$ cat config.mk
export PLATFORM = sky130hd
export DESIGN_NAME = instr_fetch_flat
export DESIGN_NICKNAME = d
export VERILOG_FILES = /design/src/rtl/proc_pkg.sv /design/src/rtl/instr_fetch_if.sv /design/src/rtl/pc_counter.sv /design/src/rtl/instr_fetch.sv /design/src/flat_wrapper.sv
export SDC_FILE = /design/constraint.sdc
export NUM_CORES = 1
export LEC_CHECK = 0
export CORE_MARGIN = 3
export CORE_UTILIZATION = 44
export CTS_CLUSTER_DIAMETER = 100
export DETAILED_ROUTE_END_ITERATION = 7
export PLACE_DENSITY = 0.92
export RECOVER_POWER = 50
export SLEW_MARGIN = 30
export SYNTH_ARGS = -nofsm -noshare
export SYNTH_HDL_FRONTEND = slang
export SYNTH_SLANG_ARGS = --single-unit
$ cat constraint.sdc
create_clock -name clk -period 2.3 [get_ports clk]
set_input_delay 0.345 -clock clk [delete_from_list [all_inputs] [get_ports clk]]
set_output_delay 0.345 -clock clk [all_outputs]
set_load 0.02 [all_outputs]
$ cat src/rtl/proc_pkg.sv
// Shared types and constants for the downsampling processor front end.
// Latency: n/a (declarations only).
// Backpressure: n/a.
//
// Contents: fetch FSM state enum, instruction/immediate widths, default
// address width, and a wrapping PC increment helper.
package proc_pkg;

    localparam int ADDR_W_DEF = 8;  // default instruction address / PC width
    localparam int INSTR_W    = 8;  // instruction word width
    localparam int IMM_W      = 4;  // immediate field width inside an instruction

    typedef enum logic {
        IDLE = 1'b0,
        REQ  = 1'b1
    } fetch_state_e;

    // Wrapping increment: all-ones rolls over to zero silently.
    function automatic logic [ADDR_W_DEF-1:0] pc_inc8(input logic [ADDR_W_DEF-1:0] pc);
        return pc + ADDR_W_DEF'(1);
    endfunction

endpackage

$ cat src/rtl/instr_fetch_if.sv
// Fetch-stage bus bundle: controller requests, instruction memory read port, IR output.
// Latency: n/a (wires only).
// Backpressure: memory stalls the fetch by withholding im_ack.
//
// Modports:
//   slave  - the fetch stage (instr_fetch)
//   master - controller + instruction memory side (drives requests and read data)
interface instr_fetch_if
    import proc_pkg::*;
#(
    parameter int ADDR_W = ADDR_W_DEF
);
    // controller -> fetch
    logic                fetch_req;
    logic                pc_load;
    logic [ADDR_W-1:0]   pc_load_addr;
    // fetch <-> instruction memory
    logic [ADDR_W-1:0]   im_addr;
    logic                im_rd;
    logic [INSTR_W-1:0]  im_data;
    logic                im_ack;
    // fetch -> instruction register / controller
    logic [INSTR_W-1:0]  ir_in;
    logic                ir_valid;
    logic [ADDR_W-1:0]   pc;
    logic                busy;
    logic                fetch_err;

    modport slave (
        input  fetch_req, pc_load, pc_load_addr, im_data, im_ack,
        output im_addr, im_rd, ir_in, ir_valid, pc, busy, fetch_err
    );

    modport master (
        output fetch_req, pc_load, pc_load_addr, im_data, im_ack,
        input  im_addr, im_rd, ir_in, ir_valid, pc, busy, fetch_err
    );

endinterface

$ cat src/rtl/pc_counter.sv
// Program counter register with priority load and wrapping increment.
// Latency: load/increment visible one cycle after the strobe.
// Backpressure: none; caller decides when to load or increment.
//
// Ports:
//   clk, RST       clock, synchronous active-low reset (to RESET_PC)
//   load_i         load load_addr_i (wins over inc_i)
//   load_addr_i    jump target
//   inc_i          advance by one, all-ones wraps to zero
//   pc_o           current program counter
module pc_counter #(
    parameter int                ADDR_W   = 8,
    parameter logic [ADDR_W-1:0] RESET_PC = '0
) (
    input  logic              clk,
    input  logic              RST,
    input  logic              load_i,
    input  logic [ADDR_W-1:0] load_addr_i,
    input  logic              inc_i,
    output logic [ADDR_W-1:0] pc_o
);

    logic [ADDR_W-1:0] pc_q;
    logic [ADDR_W-1:0] pc_d;

    always_comb begin
        pc_d = pc_q;
        if (load_i) begin
            pc_d = load_addr_i;
        end else if (inc_i) begin
            pc_d = pc_q + ADDR_W'(1);
        end
    end

    always_ff @(posedge clk) begin
        if (!RST) begin
            pc_q <= RESET_PC;
        end else begin
            pc_q <= pc_d;
        end
    end

    assign pc_o = pc_q;

endmodule

$ cat src/rtl/instr_fetch.sv
// Instruction fetch stage: PC, read handshake to instruction memory, one-cycle IR load pulse.
// Latency: request edge -> im_rd next cycle; im_ack edge -> ir_valid/ir_in/pc+1 same edge (>=2 cycles/fetch).
// Backpressure: memory stalls by holding im_ack low; requests and jumps are accepted only while idle.
//
// Ports:
//   clk, RST  clock, synchronous active-low reset
//   bus       instr_fetch_if.slave: fetch_req/pc_load/pc_load_addr from the controller,
//             im_addr/im_rd/im_data/im_ack to memory, ir_in/ir_valid/pc/busy/fetch_err out.
//
// Build option IFETCH_ACK_TIMEOUT_EN: abandon a read after TIMEOUT cycles without
// im_ack and set the sticky fetch_err flag. Without it REQ waits forever and
// fetch_err is tied low.
module instr_fetch
    import proc_pkg::*;
#(
    parameter int                ADDR_W   = ADDR_W_DEF,
    parameter logic [ADDR_W-1:0] RESET_PC = '0,
    parameter int                TIMEOUT  = 16
) (
    input  logic         clk,
    input  logic         RST,
    instr_fetch_if.slave bus
);

    fetch_state_e        state_q;
    logic [ADDR_W-1:0]   im_addr_q;
    logic                im_rd_q;
    logic [INSTR_W-1:0]  ir_in_q;
    logic                ir_valid_q;

    logic [ADDR_W-1:0]   pc_w;
    logic                idle_w;
    logic                load_w;
    logic                done_w;

    assign idle_w = (state_q == IDLE);
    // Jumps and requests are only honoured in IDLE; acks only in REQ.
    assign load_w = idle_w && bus.pc_load;
    assign done_w = (state_q == REQ) && bus.im_ack;

    pc_counter #(
        .ADDR_W   (ADDR_W),
        .RESET_PC (RESET_PC)
    ) u_pc (
        .clk         (clk),
        .RST         (RST),
        .load_i      (load_w),
        .load_addr_i (bus.pc_load_addr),
        .inc_i       (done_w),
        .pc_o        (pc_w)
    );

`ifdef IFETCH_ACK_TIMEOUT_EN
    // Counter value seen in the last permitted REQ cycle; reaching it without
    // an ack abandons the read on that edge, so REQ lasts exactly TIMEOUT cycles.
    localparam logic [7:0] TMO_LAST = 8'(TIMEOUT - 1);

    logic [7:0] tmo_cnt_q;
    logic       fetch_err_q;
`endif

    always_ff @(posedge clk) begin
        if (!RST) begin
            state_q    <= IDLE;
            im_addr_q  <= RESET_PC;
            im_rd_q    <= 1'b0;
            ir_in_q    <= '0;
            ir_valid_q <= 1'b0;
`ifdef IFETCH_ACK_TIMEOUT_EN
            tmo_cnt_q   <= '0;
            fetch_err_q <= 1'b0;
`endif
        end else begin
            ir_valid_q <= 1'b0;
            case (state_q)
                IDLE: begin
                    if (bus.fetch_req) begin
                        // A simultaneous jump redirects this very fetch.
                        im_addr_q <= bus.pc_load ? bus.pc_load_addr : pc_w;
                        im_rd_q   <= 1'b1;
                        state_q   <= REQ;
`ifdef IFETCH_ACK_TIMEOUT_EN
                        tmo_cnt_q <= '0;
`endif
                    end
                end
                REQ: begin
                    if (bus.im_ack) begin
                        // Ack beats the timeout when both land on the same edge.
                        ir_in_q    <= bus.im_data;
                        ir_valid_q <= 1'b1;
                        im_rd_q    <= 1'b0;
                        state_q    <= IDLE;
                    end
`ifdef IFETCH_ACK_TIMEOUT_EN
                    else if (tmo_cnt_q == TMO_LAST) begin
                        im_rd_q     <= 1'b0;
                        state_q     <= IDLE;
                        fetch_err_q <= 1'b1;
                    end else begin
                        tmo_cnt_q <= tmo_cnt_q + 8'd1;
                    end
`endif
                end
                default: begin
                    state_q <= IDLE;
                    im_rd_q <= 1'b0;
                end
            endcase
        end
    end

    assign bus.im_addr  = im_addr_q;
    assign bus.im_rd    = im_rd_q;
    assign bus.ir_in    = ir_in_q;
    assign bus.ir_valid = ir_valid_q;
    assign bus.pc       = pc_w;
    assign bus.busy     = (state_q == REQ);

`ifdef IFETCH_ACK_TIMEOUT_EN
    assign bus.fetch_err = fetch_err_q;
`else
    // TIMEOUT only matters with the timeout counter built in.
    logic [31:0] unused_timeout;
    assign unused_timeout = 32'(TIMEOUT);
    assign bus.fetch_err  = 1'b0;
`endif

endmodule

$ cat src/flat_wrapper.sv
// flat-port wrapper written by rule: the top's interface ports become plain ports
module instr_fetch_flat import proc_pkg::*;
#(
    parameter int                ADDR_W   = ADDR_W_DEF,
    parameter logic [ADDR_W-1:0] RESET_PC = '0,
    parameter int                TIMEOUT  = 16
)
  (clk, RST, bus_fetch_req, bus_pc_load, bus_pc_load_addr, bus_im_data, bus_im_ack, bus_im_addr, bus_im_rd, bus_ir_in, bus_ir_valid, bus_pc, bus_busy, bus_fetch_err);
  instr_fetch_if #(.ADDR_W(ADDR_W)) bus_i ();
  input  logic clk;
  input  logic RST;
  input wire logic [$bits(bus_i.fetch_req)-1:0] bus_fetch_req;
  input wire logic [$bits(bus_i.pc_load)-1:0] bus_pc_load;
  input wire logic [$bits(bus_i.pc_load_addr)-1:0] bus_pc_load_addr;
  input wire logic [$bits(bus_i.im_data)-1:0] bus_im_data;
  input wire logic [$bits(bus_i.im_ack)-1:0] bus_im_ack;
  output wire logic [$bits(bus_i.im_addr)-1:0] bus_im_addr;
  output wire logic [$bits(bus_i.im_rd)-1:0] bus_im_rd;
  output wire logic [$bits(bus_i.ir_in)-1:0] bus_ir_in;
  output wire logic [$bits(bus_i.ir_valid)-1:0] bus_ir_valid;
  output wire logic [$bits(bus_i.pc)-1:0] bus_pc;
  output wire logic [$bits(bus_i.busy)-1:0] bus_busy;
  output wire logic [$bits(bus_i.fetch_err)-1:0] bus_fetch_err;
  assign bus_i.fetch_req = bus_fetch_req;
  assign bus_i.pc_load = bus_pc_load;
  assign bus_i.pc_load_addr = bus_pc_load_addr;
  assign bus_i.im_data = bus_im_data;
  assign bus_i.im_ack = bus_im_ack;
  assign bus_im_addr = bus_i.im_addr;
  assign bus_im_rd = bus_i.im_rd;
  assign bus_ir_in = bus_i.ir_in;
  assign bus_ir_valid = bus_i.ir_valid;
  assign bus_pc = bus_i.pc;
  assign bus_busy = bus_i.busy;
  assign bus_fetch_err = bus_i.fetch_err;
  instr_fetch #(.ADDR_W(ADDR_W), .RESET_PC(RESET_PC), .TIMEOUT(TIMEOUT)) u_core (.clk(clk), .RST(RST), .bus(bus_i));
endmodule
# Word-level counts from Yosys, hierarchy flattened
# Cells that the tools add are included.
[op_classes] add_sub_neg=1 n_eq_ne=2 n_mux=10 reduce_logical=7 bitwise=1
[op_table] operator="8-bit 2-to-1 mux" n=3
[op_table] operator="8-bit by 1-bit adder with 8-bit output (second input constant)" n=1
[op_table] operator="2-bit AND reduction" n=4
[op_table] operator="1-bit 2-to-1 mux" n=5
[op_table] operator="2-bit != test (second input constant)" n=2
[op_table] operator="1-bit one-hot mux with 2 select lines" n=2
[op_table] operator="1-bit logical AND" n=2
[op_table] operator="2-bit nonzero test" n=1
[op_table] operator="1-bit inverter" n=1
[totals] reg_bits=27 wordCells=27 output_inout_bits=28 input_bits=21

# Depth between registers and ports, before layout
# Gate-level depths: netlist (run 1).
[logic_depth] depth_word=3 ltp_mapped=5 ltp_nobuf=4

# Hierarchy
# Synthesis (run 1) repeated with hierarchy kept, for this count alone.
[unflattened] cells_unflattened=137 area_unflattened_um2=1263.7
[by_module_without_submodules] mod="instr_fetch" instances=1 area_each_um2=802.0 seq_area_each_um2=380.4 cells_per_inst=82
[by_module_without_submodules] mod="pc_counter" instances=1 area_each_um2=461.7 seq_area_each_um2=160.2 cells_per_inst=55

# Least setup slack after synthesis (run 1)
# No wires, ideal clock.
[synth_timing] path_kind="register to register" from="reg u_core.u_pc.pc_q[0], in the netlist u_core.u_pc.pc_o[0]" to="reg u_core.u_pc.pc_q[6], in the netlist u_core.u_pc.pc_o[6]" t_required_ps=2209 path_slack_ps=965 arrival_ps=1244 stages_incl_launch_ff=5 path_cell_list="dfxtp_1 -> ha_1 -> and4_1 -> a211oi_1 -> a311oi_1"
[synth_via] elab_chain_len=3
[synth_lines] item="from (decl)" line="pc_counter.sv:23" text="logic [ADDR_W-1:0] pc_q;"
[synth_lines] item="from (signal assigned)" line="pc_counter.sv:39" text="pc_q <= pc_d;"
[synth_lines] item="8-bit by 1-bit adder with 8-bit output" line="pc_counter.sv:31" text="pc_d = pc_q + ADDR_W'(1);"
[synth_lines] item="8-bit 2-to-1 mux" line="pc_counter.sv:30" text="end else if (inc_i) begin"
[synth_lines] item="8-bit 2-to-1 mux" line="pc_counter.sv:28" text="if (load_i) begin"
# No other way between the ends. The select of a mux whose other input is x is not followed.
# A chain may end at the register's enable or synchronous reset.

# Final worst setup path (run 1)
[layout_timing] from="reg u_core.state_q, in the netlist u_core.bus.busy" to="out bus_busy"
[layout_lines] item="from (decl)" line="instr_fetch.sv:25" text="fetch_state_e state_q;"
[layout_lines] item="from (signal assigned)" line="instr_fetch.sv:64" text="state_q <= IDLE;"
[layout_lines] item="from (signal assigned)" line="instr_fetch.sv:81" text="state_q <= REQ;"
[layout_lines] item="from (signal assigned)" line="instr_fetch.sv:93" text="state_q <= IDLE;"
[layout_lines] item="to (decl)" line="flat_wrapper.sv:22" text="output wire logic [$bits(bus_i.busy)-1:0] bus_busy;"
# No word-level cell between the ends.

==> run metrics, run 1 <==
I/O pin total=49; CP cell instances=clkdlybuf4s50_1; VDD IR max=0.418 mV; final RePlAce weighted congestion=0.889; switch share=28.9%; met3 Use GR=2.71%; Worst R2R Path Depth=3; crit path launch=u_core.bus.busy$_SDFF_PN0_; Fmax=0.532 GHz; hold path depth=2; slew margin rel.=58.9%; DR vias/cell=5.49; Die Area=0.00328 mm²; worst r2r src=u_core.bus.busy$_SDFF_PN0_; Final setup violation count=0; reg2reg end=u_core.u_pc.pc_o[7]$_SDFFE_PN0P_; Core ar.=0.00236 mm²; CP Data Required Time=1.96 ns; Tmin final=1.88 ns; NetSw=0.278 mW; Seq pwr share=55.1%; max incr delay on CP=0.68 ns; largest net degree at the start of global routing=22; initial core utilization=49.0%; Worst path depth=1; post_cts resized=0; outcome=complete, no violations; routing usage on met1=23.4%; critical path arrival=1.53 ns; Worst Setup EP=bus_busy; max_cap viols=0; Syn Nets=156; worst-path fanout max=10; post-CTS setup buffers=0; later-pin clock latency in the skew report=0.31 ns; synthesized flop and latch total=27; Initial DRT Pass Iterations=4; CP Buf/Inv Count=1; grt met2 use=31.2%; Filler cells=175; Hold Vio Cnt, Final=0; hold buffer count at cts=0; R2R setup slack=0.67 ns; First DRT Iteration DRCs=47; total CTS buffers=3; vias in the first global route=1046; DR WL/cell=14.1 µm; antenna violations before repair=0; root buffer cell=clkbuf_4; gr usage total=17.9%; Cell Area, Synth=0.00116 mm²; FP Rows=17; DRT Wirelength=2.90 mm; commonest non-fill, non-tap cells in the layout=44 x clkdlybuf4s50_1, 27 x dfxtp_1, 17 x nand2_1; Seq/Total Area, Yosys=46.7%; Startpoint Class=flip-flop; Die Y=57.3 µm; clk sink count=27; H-tree levels=1; crit path kind=flip-flop to output port; Die X=57.3 µm; clk buf depth=2; Lkg Pwr=0.612 nW; Port Buffers=47; worst slew pin tran=0.617 ns; RSZ-0062 raised after global routing=false; Unique masters post-synth=32; commonest non-fill, non-tap cell in the layout=clkdlybuf4s50_1; logic gate share of total power=24.3%; Int Power=0.685 mW; Max Slew Vio Count=0; Min-Delay Path Class=flip-flop to flip-flop; DP HPWL=2.22 mm; crit-path leading delay family=buffers and inverters; ant diodes=0; GRT overflow=0; Final Net Count=201; post-route cell area=0.00166 mm²; Worst Setup End Kind=output port; Worst path slowest cell=clkdlybuf4s50_1; Placed Area=0.00163 mm²; Final Util=70.2%; dpl ws=0.452 ns; CTS tree=done; Syn. warnings=0; Tcrit/Tclk final=81.7%; clock network fraction of design power=20.6%; share of cells above drive strength 1=2.81%; Layout area overhead=43.2%; Remaining DRCs=0; post-route setup slack=0.421 ns; Syn Area/Cell=8.64 µm²; Top Usage Layer GRT=met2; ANT nets after route=0; final clock skew=0.00447 ns; first-pass GRT wire length=4.80 mm; pwr dens=581 mW/mm²; setup TNS=0 ns; Via Count=1130; Mapped Cells=134; Clock transition at path regs=0.14 ns
-- layer usage --
metal / routed length, µm / up-vias
met2: 1430 / 54
met3: 231 / 4
li1: - / 563
met5: 0 / -
met1: 1220 / 509
met4: 25 / 0
-- metrics by stage --
step	total power, mW	hold WS, ns	instances
floorplan	0.657	0.479	134
global placement	0.770	0.446	202
detailed placement	0.776	0.446	202
CTS	0.965	0.464	206
global route	1.01	0.488	206
finish	0.963	0.466	206
-- cell usage after synthesis (all sizes together) --
master	instances	area share (%)
a211oi	14	9.1
a21oi	12	5.2
a221oi	1	0.76
a22oi	1	0.65
a311oi	1	0.76
and2	1	0.54
and2b	1	0.65
and3	2	1.1
and4	2	1.5
buf	6	2.8
clkbuf	3	0.97
conb	1	0.32
dfxtp	27	47
ha	1	1.1
inv	3	0.97
mux2i	8	6.9
nand2	17	5.7
nand2b	1	0.54
nand3	3	1.3
nand4	2	1.1
nor2	14	4.5
nor2b	1	0.54
nor3	2	0.86
nor4	1	0.54
o21ai	5	2.2
o31ai	1	0.65
or3	1	0.54
xnor2	1	0.76
xor2	1	0.76
-- kinds of logic (layout without fill, tap and decap cells) --
logic type               after synthesis  after routing  share of synthesized area [%]
AO/OA/AOI/OAI                         35             35                           19.2
AND/OR/NAND/NOR                       48             48                           19.5
flip-flops                            27             27                           46.7
adder cells (fa/ha/maj)                1              1                           1.08
other                                  1              1                          0.324
XOR/XNOR                               2              2                           1.51
multiplexers                           8              8                           6.92
buffers and inverters                 12             56                           4.76
-- state kept, by name, summed over array words and instances, names as in the netlist --
name / flops
u_core.bus.ir_valid: 1
u_core.bus.im_addr: 8
u_core.bus.im_rd: 1
u_core.u_pc.pc_o: 8
u_core.bus.busy: 1
u_core.bus.ir_in: 8
-- power groups by stage --
| stage | logic [mW] | registers (mW) | clock network, mW |
|---|---|---|---|
| final | 0.234 | 0.531 | 0.199 |
| after global routing | 0.251 | 0.537 | 0.222 |
| after CTS | 0.236 | 0.531 | 0.199 |
| after detailed placement | 0.235 | 0.541 | 0 |
| after global placement | 0.230 | 0.540 | 0 |
| after floorplan | 0.0823 | 0.574 | 0 |
-- cell type report --
class,instances,area [µm²],area share (%)
well taps,28,35.0,2.11
repair buffers,49,485,29.3
inverters,3,11.3,0.679
flip-flops and latches,27,541,32.6
clock buffers,4,26.3,1.58
multi-input cells,95,559,33.7
-- worst min path at each step --
stage	endpoint	start
floorplan	u_core.u_pc.pc_o[7]$_SDFFE_PN0P_	RST
global placement	u_core.bus.ir_in[3]$_SDFFE_PN0P_	u_core.bus.ir_in[3]$_SDFFE_PN0P_
detailed placement	u_core.bus.ir_in[4]$_SDFFE_PN0P_	u_core.bus.ir_in[4]$_SDFFE_PN0P_
CTS	u_core.bus.ir_in[4]$_SDFFE_PN0P_	u_core.bus.ir_in[4]$_SDFFE_PN0P_
global route	u_core.bus.ir_in[7]$_SDFFE_PN0P_	u_core.bus.ir_in[7]$_SDFFE_PN0P_
finish	u_core.bus.ir_in[4]$_SDFFE_PN0P_	u_core.bus.ir_in[4]$_SDFFE_PN0P_
Note: power is estimated with default switching activity, not from simulation.
==> run 2, diff against run 1 <==
CORE_UTILIZATION = 41   (was 44)
PLACE_DENSITY = 0.88   (was 0.92)
clock period = 1.75 ns   (was 2.3 ns; I/O delays follow)
==> run 2 against run 1 <==
Net effect:
- sequential share of layout area is 0.72 points lower
- die area is 6.5% higher
- hold slack worse by 0.0047 ns
- critical endpoint is now bus_pc[1]
- cell count is 4.9% higher
- wire length is 8.1% higher
- critical path type unchanged
- combinational power is 38% higher
- via count is 3.6% higher
- core utilization is 4.6 points lower
- total power is 35% higher
- clock-buffer cell count is 1 lower
==> run metrics, run 2 (same netlist as run 1, synthesis figures left out) <==
GRT overflow=0; Clock transition at path regs=0.15 ns; final RePlAce weighted congestion=0.818; Max Slew Vio Count=0; switch share=30.2%; hold_sp=bus_im_data[3]; reg2reg end=u_core.u_pc.pc_o[7]$_SDFFE_PN0P_; Final setup violation count=0; Worst Setup End Kind=output port; Final Net Count=209; Placed Area=0.00170 mm²; Hold Vio Cnt, Final=0; clk buf depth=2; hold endpoint=u_core.bus.ir_in[3]$_SDFFE_PN0P_; power consumption=1.30 mW; worst-path fanout max=6; DRT Wirelength=3.14 mm; Lkg Pwr=0.633 nW; post-route setup slack=0.0669 ns; total CTS buffers=3; CP Buf/Inv Count=1; setup TNS=0 ns; DR WL/cell=14.5 µm; Initial DRT Pass Iterations=5; hold path depth=3; Port Buffers=47; Seq pwr share=53.4%; root buffer cell=clkbuf_4; final clock skew=0.00212 ns; ANT nets after route=0; Tmin final=1.68 ns; clock network fraction of design power=21.7%; hold buffer count at cts=0; logic gate share of total power=24.9%; crit path kind=flip-flop to output port; outcome=complete, no violations; DR vias/cell=5.42; share of cells above drive strength 1=6.99%; commonest non-fill, non-tap cell in the layout=clkdlybuf4s50_1; ant diodes=0; CP Data Required Time=1.49 ns; post-route cell area=0.00170 mm²; critical path arrival=1.42 ns; commonest non-fill, non-tap cells in the layout=45 x clkdlybuf4s50_1, 26 x dfxtp_1, 16 x nand2_1; worst r2r src=u_core.bus.busy$_SDFF_PN0_; largest net degree at the start of global routing=17; VDD IR max=0.695 mV; Fmax=0.594 GHz; DP HPWL=2.44 mm; post-CTS setup buffers=0; initial core utilization=44.7%; Die Y=59.1 µm; RSZ-0062 raised after global routing=false; antenna violations before repair=0; Tcrit/Tclk final=96.2%; FP Rows=18; Startpoint Class=flip-flop; Worst path slowest cell=clkdlybuf4s50_1; Final Util=65.6%; later-pin clock latency in the skew report=0.34 ns; dpl ws=0.100 ns; first-pass GRT wire length=5.20 mm; max incr delay on CP=0.64 ns; Core ar.=0.00259 mm²; Layout area overhead=46.8%; H-tree levels=1; Remaining DRCs=0; R2R setup slack=0.21 ns; crit-path leading delay family=buffers and inverters; CP cell instances=clkdlybuf4s50_1; Via Count=1171; pwr dens=763 mW/mm²; Filler cells=235; max_cap viols=0; Die Area=0.00350 mm²; NetSw=0.391 mW; Die X=59.1 µm; clk sink count=27; gr usage total=19.4%; Min-Delay Path Class=primary input to flip-flop; Int Power=0.905 mW; I/O pin total=49; CTS tree=done; Worst R2R Path Depth=5; First DRT Iteration DRCs=30; vias in the first global route=1206
==> run 2: cell types whose count changed in the layout (fill, tap and decap cells not counted), moves of 2 or more <==
| cell | previous run | this run |
|---|---|---|
| buf_4 | 2 | 5 |
| clkbuf_2 | 0 | 2 |
| dlygate4sd3_1 | 3 | 0 |
| clkbuf_1 | 1 | 5 |
==> run 2: timing repair <==
item	in CTS	in global routing
setup endpoints to repair	1	2
resized for setup	1	2
pin swaps	0	0
cloned	0	0
==> run 2: how the worst max path moves through the flow <==
stage,endpoint,start,cells past startpoint
after floorplan,u_core.u_pc.pc_o[6]$_SDFFE_PN0P_,u_core.u_pc.pc_o[0]$_SDFFE_PN0P_,4
after global placement,u_core.u_pc.pc_o[7]$_SDFFE_PN0P_,bus_im_ack,4
after detailed placement,u_core.u_pc.pc_o[5]$_SDFFE_PN0P_,bus_pc_load,4
after CTS,bus_pc[4],u_core.u_pc.pc_o[4]$_SDFFE_PN0P_,1
after global routing,bus_pc[1],u_core.u_pc.pc_o[1]$_SDFFE_PN0P_,1
final,bus_pc[1],u_core.u_pc.pc_o[1]$_SDFFE_PN0P_,1
==> run 2: final cells by class <==
type / instances / area, µm² / share of cell area (%)
well taps: 30 / 37.5 / 2.21
repair buffers: 57 / 517 / 30.4
inverters: 3 / 11.3 / 0.663
clock inverters: 1 / 7.51 / 0.442
multi-input cells: 95 / 562 / 33.1
clock buffers: 3 / 22.5 / 1.33
flip-flops and latches: 27 / 542 / 31.9
==> run 2: per-layer routing <==
layer  share of wire (%)  track usage, %
met5                   0               0
met4                 2.3            8.74
met3                  10            6.54
met2                  47            33.6
met1                  40            21.3
==> run 2: power groups by stage <==
stage	Sequential (mW)	Clock, mW	Combinational, mW
4_1_cts	0.692	0.293	0.335
5_1_grt	0.699	0.313	0.350
6_report	0.692	0.281	0.323
2_1_floorplan	0.755	0	0.108
3_3_place_gp	0.702	0	0.327
3_5_place_dp	0.706	0	0.334
==> run 2: metrics by stage <==
step,hold WS (ns),cells
4_1_cts,0.452,216
5_1_grt,0.450,216
6_report,0.461,216
2_1_floorplan,0.396,134
3_5_place_dp,0.448,212
3_3_place_gp,0.442,212
==> run 2: worst min-delay path, stage by stage <==
cell             delay (ns)
clkdlybuf4s50_1        0.39
nand2_1                0.05
a21oi_1                0.06
